File: src/rtl/pulse_interval_monitor.sv
// Per-window rising-edge count and min/max edge-to-edge interval of a pulse stream,
// published through snapshot registers with a valid/ack handshake and sticky overrun.
module pulse_interval_monitor #(
  parameter int CNT_W  = 16,
  parameter int WINDOW = 1000
) (
  input  logic             clk,
  input  logic             rst,
  input  logic             ena,
  input  logic             pulse_in,
  input  logic             result_ack,
  output logic [CNT_W-1:0] count_out,
  output logic [CNT_W-1:0] min_out,
  output logic [CNT_W-1:0] max_out,
  output logic             result_valid,
  output logic             overrun
);
  localparam logic [0:0]       IDLE     = 1'b0;
  localparam logic [0:0]       RUN      = 1'b1;
  localparam logic [CNT_W-1:0] ONES     = {CNT_W{1'b1}};
  localparam logic [CNT_W-1:0] WIN_LAST = CNT_W'(WINDOW - 1);

  logic [0:0]       state;
  logic             pulse_d, has_prev;
  logic [CNT_W-1:0] win_cnt, iv_cnt, acc_cnt, acc_min, acc_max;
  logic             pulse_edge, rec, snap;
  logic [CNT_W-1:0] cnt_nxt, min_nxt, max_nxt;

  // Post-update accumulator values; these are what a snapshot captures on the last window cycle.
  always_comb begin
    pulse_edge = (state == RUN) && ena && pulse_in && !pulse_d;
    rec        = pulse_edge && has_prev;
    snap       = (state == RUN) && ena && (win_cnt == WIN_LAST);
    cnt_nxt    = acc_cnt;
    if (pulse_edge && acc_cnt != ONES) cnt_nxt = acc_cnt + CNT_W'(1);
    min_nxt    = (rec && iv_cnt < acc_min) ? iv_cnt : acc_min;
    max_nxt    = (rec && iv_cnt > acc_max) ? iv_cnt : acc_max;
  end

  always_ff @(posedge clk or posedge rst) begin
    if (rst) begin
      state    <= IDLE;
      pulse_d  <= 1'b0;
      has_prev <= 1'b0;
      win_cnt  <= '0;
      iv_cnt   <= '0;
      acc_cnt  <= '0;
      acc_min  <= ONES;
      acc_max  <= '0;
    end else begin
      pulse_d <= pulse_in;
      case (state)
        IDLE: if (ena) state <= RUN;
        RUN: begin
          if (!ena) begin
            state    <= IDLE;
            has_prev <= 1'b0;
            win_cnt  <= '0;
            iv_cnt   <= '0;
            acc_cnt  <= '0;
            acc_min  <= ONES;
            acc_max  <= '0;
          end else begin
            // Interval counter and has_prev run across window boundaries.
            if (pulse_edge) begin
              iv_cnt   <= CNT_W'(1);
              has_prev <= 1'b1;
            end else if (iv_cnt != ONES) begin
              iv_cnt <= iv_cnt + CNT_W'(1);
            end
            if (snap) begin
              win_cnt <= '0;
              acc_cnt <= '0;
              acc_min <= ONES;
              acc_max <= '0;
            end else begin
              win_cnt <= win_cnt + CNT_W'(1);
              acc_cnt <= cnt_nxt;
              acc_min <= min_nxt;
              acc_max <= max_nxt;
            end
          end
        end
        default: state <= IDLE;
      endcase
    end
  end

  always_ff @(posedge clk or posedge rst) begin
    if (rst) begin
      count_out    <= '0;
      min_out      <= '0;
      max_out      <= '0;
      result_valid <= 1'b0;
      overrun      <= 1'b0;
    end else if (snap) begin
      count_out    <= cnt_nxt;
      min_out      <= min_nxt;
      max_out      <= max_nxt;
      result_valid <= 1'b1;
      // A same-cycle ack consumed the old snapshot, so nothing was lost.
      if (result_ack)        overrun <= 1'b0;
      else if (result_valid) overrun <= 1'b1;
    end else if (result_ack && result_valid) begin
      result_valid <= 1'b0;
      overrun      <= 1'b0;
    end
  end

endmodule

File: config.mk
export PLATFORM = sky130hd
export DESIGN_NAME = pulse_interval_monitor
export DESIGN_NICKNAME = d
export VERILOG_FILES = /design/src/rtl/pulse_interval_monitor.sv
export SDC_FILE = /design/constraint.sdc
export NUM_CORES = 1
export LEC_CHECK = 0
export ABC_AREA = 1
export BUFFER_PORTS_ARGS = -buffer_cell sky130_fd_sc_hd__buf_4
export CORE_MARGIN = 1.5
export CORE_UTILIZATION = 35
export CTS_CLUSTER_SIZE = 14
export DETAILED_ROUTE_END_ITERATION = 10
export MAX_ROUTING_LAYER = met4
export SLEW_MARGIN = 20
export SYNTH_ARGS = -nofsm -noshare
export SYNTH_HDL_FRONTEND = slang
export SYNTH_SLANG_ARGS = --single-unit
export TNS_END_PERCENT = 5
File: constraint.sdc
create_clock -name clk -period 5 [get_ports clk]
set_input_delay 0 -clock clk [delete_from_list [all_inputs] [get_ports clk]]
set_output_delay 0 -clock clk [all_outputs]
set_load 0.1 [all_outputs]
## Word level (Yosys, flattened, before mapping)

Index checks and enable logic that the tools add are counted.

| word-level totals | value |
|---|---|
| register bits | 133 |
| bits of input ports | 5 |
| output and inout bits | 50 |
| word-level logic and storage cells | 60 |

| operators by class | value |
|---|---|
| add/sub/neg operators | 3 |
| $lt $le $gt $ge | 2 |
| eq/ne operators | 6 |
| muxes and demuxes | 22 |
| reductions and logical operators | 14 |

Operator list:

| operator | number |
|---|---|
| 16-bit two-way mux | 14 |
| 16-bit by 1-bit adder with 16-bit output, second input constant | 3 |
| 16-bit != test, second input constant | 2 |
| 16-bit by 10-bit == test with 1-bit output, second input constant | 1 |
| 16-bit > comparator | 1 |
| 16-bit less-than comparator | 1 |
| 1-bit logical AND | 9 |
| 1-bit two-way mux | 8 |
| 2-bit AND reduction | 3 |
| 3-bit by 1-bit != test with 1-bit output, second input constant | 1 |
| 3-bit != test, second input constant | 1 |
| 2-bit by 1-bit != test with 1-bit output, second input constant | 1 |
| 2-bit nonzero test | 1 |
| 1-bit logical NOT | 1 |

## Depth between registers and ports, before layout

Gate-level depths: netlist of run 1.

| depth | value |
|---|---|
| depth after elaboration | 8 |
| depth in mapped cells | 15 |
| gate-level depth less buffers | 14 |

## Worst setup path before layout of run 1

No wires, ideal clock.

| timing path | value |
|---|---|
| path type | reg2reg |
| start point | register acc_min[15] |
| end point | register min_out[4] |
| setup time | 0.120 ns |
| data arrival time | 1.788 ns |
| required time | 4.880 ns |
| path slack | 3.093 ns |
| stages on the path, launching flop included | 11 |
| path buffers | 1 |
| clock period less this slack | 1.907 ns |
| cells stage by stage | dfstp_2 -> inv_1 -> ha_1 -> nand2_1 -> nor4_1 -> nand2_2 -> buf_2 -> nand3_1 -> nand2_1 -> nand2_1 -> nand2_1 |

| between the ends | value |
|---|---|
| cells in the longest elaborated chain, start to end | 3 |

Ends and longest elaborated chain:

| what | RTL line | text |
|---|---|---|
| start: declaration | 25 | `logic [CNT_W-1:0] win_cnt, iv_cnt, acc_cnt, acc_min, acc_max;` |
| start signal: assignment | 79 | `acc_min <= min_nxt;` |
| 16-bit less-than comparator | 36 | `min_nxt = (rec && iv_cnt < acc_min) ? iv_cnt : acc_min;` |
| 1-bit logical AND | 36 |  |
| 16-bit two-way mux | 36 |  |
| end signal: assignment | 98 | `min_out <= min_nxt;` |
| end: declaration | 13 | `output logic [CNT_W-1:0] min_out,` |

Every way passes these cells.
A chain may end at the register's enable or synchronous reset.

## Worst setup path after layout of run 1

| timing path | value |
|---|---|
| start point | register state |
| end point | register win_cnt[13] |

| between the ends | value |
|---|---|
| cells in the longest elaborated chain, start to end | 4 |

Ends and longest elaborated chain:

| what | RTL line | text |
|---|---|---|
| start: declaration | 23 | `logic [0:0] state;` |
| start signal: assignment | 42 | `state <= IDLE;` |
| start signal: assignment | 53 | `IDLE: if (ena) state <= RUN;` |
| start signal: assignment | 56 | `state <= IDLE;` |
| 1-bit logical AND (2 in a row) | 33 | `snap = (state == RUN) && ena && (win_cnt == WIN_LAST);` |
| 16-bit two-way mux | 71 | `if (snap) begin` |
| 16-bit two-way mux | 55 | `if (!ena) begin` |
| end signal: assignment | 77 | `win_cnt <= win_cnt + CNT_W'(1);` |
| end: declaration | 25 |  |

Several ways; a longest one is shown, not always the timed one.

==> results.yml, run 1 <==
timing:
  hold_viol: 0
  finalCritPeriodShare_pct: 55.4
  slew_viol_final: 0
  finalSetupViolCount: 0
  worst_pin_slew_ns: 1.01
  min_period_ns: 2.77
  max_slew_margin_pct: 32.7
  fin_skew_ns: 0.0112
  rsz0062_at_grt: "false"
  setup_total_negative_slack_ns: 0
  fmax_ghz: 0.361
power:
  p_per_area_nw_per_um2: 301
  peakVddDrop_mv: 0.225
  power.leakage_nw: 4.59
critical_path:
  crit_path_max_fanout: 28
  worstPathRequired_ns: 5.26
  critical_path_class: "flop to flop"
  crit_top_cell: "nand2_1"
  cp_cell_sequence: "nand2_4 > nor4_1 > nand2_1 > nand2_1 > nor2_1 > nand2_1 > o21ai_0"
  slowest_stage: "dfrtp_1"
  crit_path_end_kind: "flop"
  start_kind: "flop"
  max_stage_delay_ns: 1.00
  cp.arrival_ns: 3.03
layout:
  nets: 1085
  area_growth_pct: 17.2
  post-route-util_pct: 42.1
  drive_gt1_share_pct: 14.0
  diodes: 0
routing:
  routed_wl_um: 18300
  wire_per_inst_um: 13.7
  drc: 0
  dr_wl_met2_um: 7880
  drtPass1Iterations: 6
  vias_per_cell: 4.90
  drtAntennaViolNets: 0
  dr_wl_met3_um: 804
  detail_route.iter0.violations: 395
  num_vias: 6533
  m1WireLength_um: 9400
  dr.max_layer_used: "met4"
synthesis:
  synth_nets: 1037
  seq_area_frac_synth_pct: 44.0
  ys.flop_type: "dfrtp_1"
  netlist_area_um2: 7600
  synth_edf_count: 0
  synth_cell_types: 42
  avgSynthCellArea_um2: 7.62
  yosysWarnings: 0
  synth-async-reset-ratio_pct: 100
  synthCells: 998
  synth-seq-cells: 133
clock_network:
  clk_latency_ns: 0.43
  htreeDepth: 4
  cts_setup_buffers: 0
  cts_tree: "done"
  postCtsResizedCells: 0
  clk_pin_slew_worst_paths_ns: 0.06
  clockRootBuffer: "clkbuf_16"
  cts.sinks: 133
  cts.path.max_buffers: 2
  cts-buffers-inserted: 17
status:
  status: "completed"
floorplanning:
  fp.dieH_um: 150
  rows: 53
  die_width_um: 150
  core-area_um2: 21200
  dieArea_um2: 22600
  initial_core_util_pct: 35.9
  ioPinCount: 55
grt:
  grt_max_degree: 98
  grt_pass1_wl_um: 31600
  grt_pass1_vias: 6272
  grt_overflow_total: 0
  antenna_found_initial: 0
  grt_usage_pct: 18.1
place:
  hpwl_um: 12500
  portBuffers: 54
  routabilityCongestion: 0.865
run:
  drv_cap: 0
worst_hold_path:
  hp-class: "primary input to flop"
where the power goes:
| part | switching [W] | internal (W) |
|---|---|---|
| Sequential | 0.0000226 | 0.00110 |
| Clock | 0.000488 | 0.000910 |
| Combinational | 0.000121 | 0.0000436 |
metrics by stage:
step	hold slack, ns	cells	cell area, um^2	setup WS, ns	total power [W]
floorplan	0.0314	998	7600	1.47	0.00126
global placement	0.120	1298	8210	2.35	0.00130
detailed placement	0.121	1298	8210	2.25	0.00130
CTS	0.229	1334	8900	2.21	0.00271
global route	0.240	1334	8900	2.01	0.00279
finish	0.245	1334	8900	2.23	0.00268
kinds of logic (layout without fill, tap and decap cells):
group / after synthesis / after routing / share of synthesized area (%)
and+or+nand+nor: 572 / 572 / 32.7
xor gates and xnor gates: 23 / 23 / 2.65
DFF: 133 / 133 / 44.0
AOI/OAI and AO/OA: 91 / 91 / 6.70
buffers and inverters: 145 / 206 / 8.28
adders and majority gates: 34 / 34 / 5.60
critical path, delay by kind of cell (launching register included):
kind | cells | cell delay (ns)
compound gates | 1 | 0.07
flops | 1 | 1.00
simple gates | 6 | 1.53
cells in the mapped netlist (all sizes together), types with 6 or more instances:
cell type,count,share of area [%]
nand2,358,19
nand3,128,8.5
dfrtp,117,39
inv,109,5.5
nor2,49,2.7
o21ai,47,3.1
ha,34,5.6
a21oi,22,1.6
xor2,22,2.5
buf,20,1.9
dfstp,16,5.5
nor3,16,1.2
clkbuf,14,0.69
nand4,13,1.1
o22ai,11,0.91
nor4,6,0.49
sequential cells by signal, indices dropped and copies added, names as in the netlist:
signal,cells
result_valid,1
acc_max,16
pulse_d,1
has_prev,1
min_out,16
acc_min,16
iv_cnt,16
overrun,1
max_out,16
win_cnt,16
count_out,16
acc_cnt,16
state,1
layer usage:
metal / GRT usage [%] / vias up
met2: 26.4 / 144
li1: - / 3328
met5: - / -
met1: 25.7 / 3047
met4: 5.29 / 0
met3: 3.00 / 14
what timing repair did:
action	CTS	global route
setup endpoints to repair	0	0
hold buffers	4	0
hold endpoints to repair	101	0
area by class of cell:
cell class	count	area (um^2)
inverter	111	434
clock buffer	19	453
tap	275	344
clock inverter	13	203
fill	2147	12200
multi-input combinational	720	3640
timing repair buffer	63	483
sequential	133	3350
worst paths after layout:
| path | from | end | slack, ns | cells past startpoint |
|---|---|---|---|---|
| max reg2reg | state | win_cnt[13] | 2.23 | 7 |
| max in group asynchronous | rst | acc_min[7] | 3.62 | 4 |
| min reg2reg | count_out[14] | count_out[14] | 0.48 | 2 |
| min in group asynchronous | rst | win_cnt[0] | 0.33 | 3 |
| min | pulse_in | pulse_d | 0.25 | 2 |
| max | state | win_cnt[13] | 2.23 | 7 |
cell usage in the layout (no fill, tap or decap), drive strengths merged, types with 2 or more instances in the layout:
cell type    instances
a21oi               22
buf                 59
bufinv               5
clkbuf              19
clkinv               7
clkinvlp             2
dfrtp              117
dfstp               16
dlygate4sd3          4
ha                  34
inv                110
nand2              358
nand3              128
nand4               13
nor2                49
nor3                16
nor4                 6
o211ai               2
o21a                 2
o21ai               47
o21bai               2
o22ai               11
or2                  2
xor2                22
Note: power is estimated with default switching activity, not from simulation.
==> inputs of run 2 (changes only) <==
clock period = 2.9 ns   (was 5 ns; I/O delays follow)
==> run 2 against run 1 <==
Compared with the run above: final cell count increased by 0.97%; first-iteration DRC count increased by 28%; setup slack got worse by 1.7 ns; power increased by 65%; non-clock buffer count increased by 13; via count increased by 0.61%; fmax increased by 18%; critical path type unchanged.
==> results.yml, run 2 (same netlist as run 1, synthesis figures left out) <==
status:
  status: "completed"
timing:
  fin_skew_ns: 0.0122
  finalSetupViolCount: 0
  worst_pin_slew_ns: 0.622
  setup_total_negative_slack_ns: 0
  min_period_ns: 2.34
  hold_ws_ns: 0.184
  rsz0062_at_grt: "false"
  fmax_ghz: 0.428
  finalCritPeriodShare_pct: 80.6
  hold_viol: 0
  slew_viol_final: 0
  max_slew_margin_pct: 58.2
power:
  p_per_area_nw_per_um2: 495
  comb_power_share_pct: 7.0
  p_sw_share_pct: 24.4
  peakVddDrop_mv: 0.313
  p_int_w: 0.00336
  switchingPower_w: 0.00108
  power.leakage_nw: 4.63
  clock_power_share_pct: 49.6
  seqPwrFrac_pct: 43.3
routing:
  num_vias: 6573
  wire_per_inst_um: 14.0
  drc: 0
  drtPass1Iterations: 5
  detail_route.iter0.violations: 504
  vias_per_cell: 4.88
  drtAntennaViolNets: 0
  routed_wl_um: 18900
clock_network:
  clk_latency_ns: 0.43
  cts_tree: "done"
  clockRootBuffer: "clkbuf_16"
  cts.path.max_buffers: 2
  clk_pin_slew_worst_paths_ns: 0.06
  htreeDepth: 4
  cts.sinks: 133
  cts-buffers-inserted: 17
  cts_setup_buffers: 0
floorplanning:
  dieArea_um2: 22600
  rows: 53
  core-area_um2: 21200
  die_width_um: 150
  initial_core_util_pct: 35.9
  fp.dieH_um: 150
  ioPinCount: 55
layout:
  diodes: 0
  area_growth_pct: 18.0
  drive_gt1_share_pct: 14.8
  final_common_cell: "nand2_1"
  post-route-util_pct: 42.4
  final_cell_mix: "339 x nand2_1, 126 x nand3_1, 117 x dfrtp_1"
  fill_cells: 2144
  nets: 1098
place:
  hpwl_um: 12800
  portBuffers: 54
  routabilityCongestion: 0.858
critical_path:
  crit_path_end_kind: "flop"
  critical_path_class: "flop to flop"
  crit_path_max_fanout: 17
  start_kind: "flop"
  worstPathRequired_ns: 3.26
  cp.arrival_ns: 2.70
grt:
  grt_pass1_wl_um: 32400
  antenna_found_initial: 0
  grt_overflow_total: 0
  grt_usage_pct: 18.7
  grt_pass1_vias: 6393
  grt_max_degree: 57
worst_hold_path:
  hp-class: "primary input to async pin"
run:
  drv_cap: 0
[run 2: cell types whose count changed in the layout (fill, tap and decap cells not counted), sizes merged]
cell,previous run,this run
buf,59,72
bufinv,5,2
clkbuf,19,24
clkinv,7,5
clkinvlp,2,4
inv,110,108
[run 2: worst paths after layout]
path / start / end / slack, ns / cells past startpoint
max in group asynchronous: rst / acc_min[3] / 1.85 / 4
worst max register to register: acc_min[15] / min_out[13] / 0.56 / 10
worst min-delay path: rst / overrun / 0.18 / 3
min in group clk: pulse_in / pulse_d / 0.24 / 2
worst max-delay path: acc_min[15] / min_out[13] / 0.56 / 10
worst min register to register: min_out[10] / min_out[10] / 0.48 / 2
[run 2: routing by layer]
layer	up-vias	track usage (%)	share of wire [%]
met1	3067	25.9	51
li1	3352	-	-
met4	0	5.83	1.4
met2	133	27.8	43
met5	-	-	0
met3	21	3.36	3.9
[run 2: layout make-up]
cell class / count / area, um^2 / area share (%)
Multi-Input combinational cell: 720 / 3640 / 40.6
Sequential cell: 133 / 3350 / 37.3
Timing Repair Buffer: 76 / 606 / 6.75
Clock buffer: 24 / 502 / 5.59
Inverter: 111 / 433 / 4.83
Tap cell: 275 / 344 / 3.84
Clock inverter: 8 / 97.6 / 1.09
[run 2: per-stage QoR]
step	cells	setup WS, ns	power (W)	instance area [um^2]
6_report	1347	0.564	0.00444	8970
5_1_grt	1347	0.331	0.00462	8970
4_1_cts	1347	0.531	0.00448	8970
3_5_place_dp	1311	0.544	0.00226	8330
3_3_place_gp	1311	0.547	0.00225	8330
2_1_floorplan	998	0.993	0.00217	7600
[run 2: worst max-delay path, stage by stage, from the launching register on]
cell and delay, ns:
dfstp_2 0.53, inv_1 0.06, ha_1 0.29, nand2_1 0.08
nor4_1 0.37, nand2_2 0.31, nand2_4 0.33, nand2_1 0.12
nand2_1 0.07, nand2_1 0.05, nand2_1 0.06
[run 2: power by group through the flow]
stage          clock [W]  sequential (W)  combinational (W)
2_1_floorplan          0         0.00195           0.000226
6_report         0.00220         0.00192           0.000312
3_5_place_dp           0         0.00195           0.000310
3_3_place_gp           0         0.00195           0.000303
5_1_grt          0.00233         0.00192           0.000358
4_1_cts          0.00224         0.00192           0.000316
[run 2: timing repair]
item | in CTS | in global routing
gates resized for setup | 0 | 0
hold buffers | 4 | 0
endpoints found under the hold margin | 30 | 0
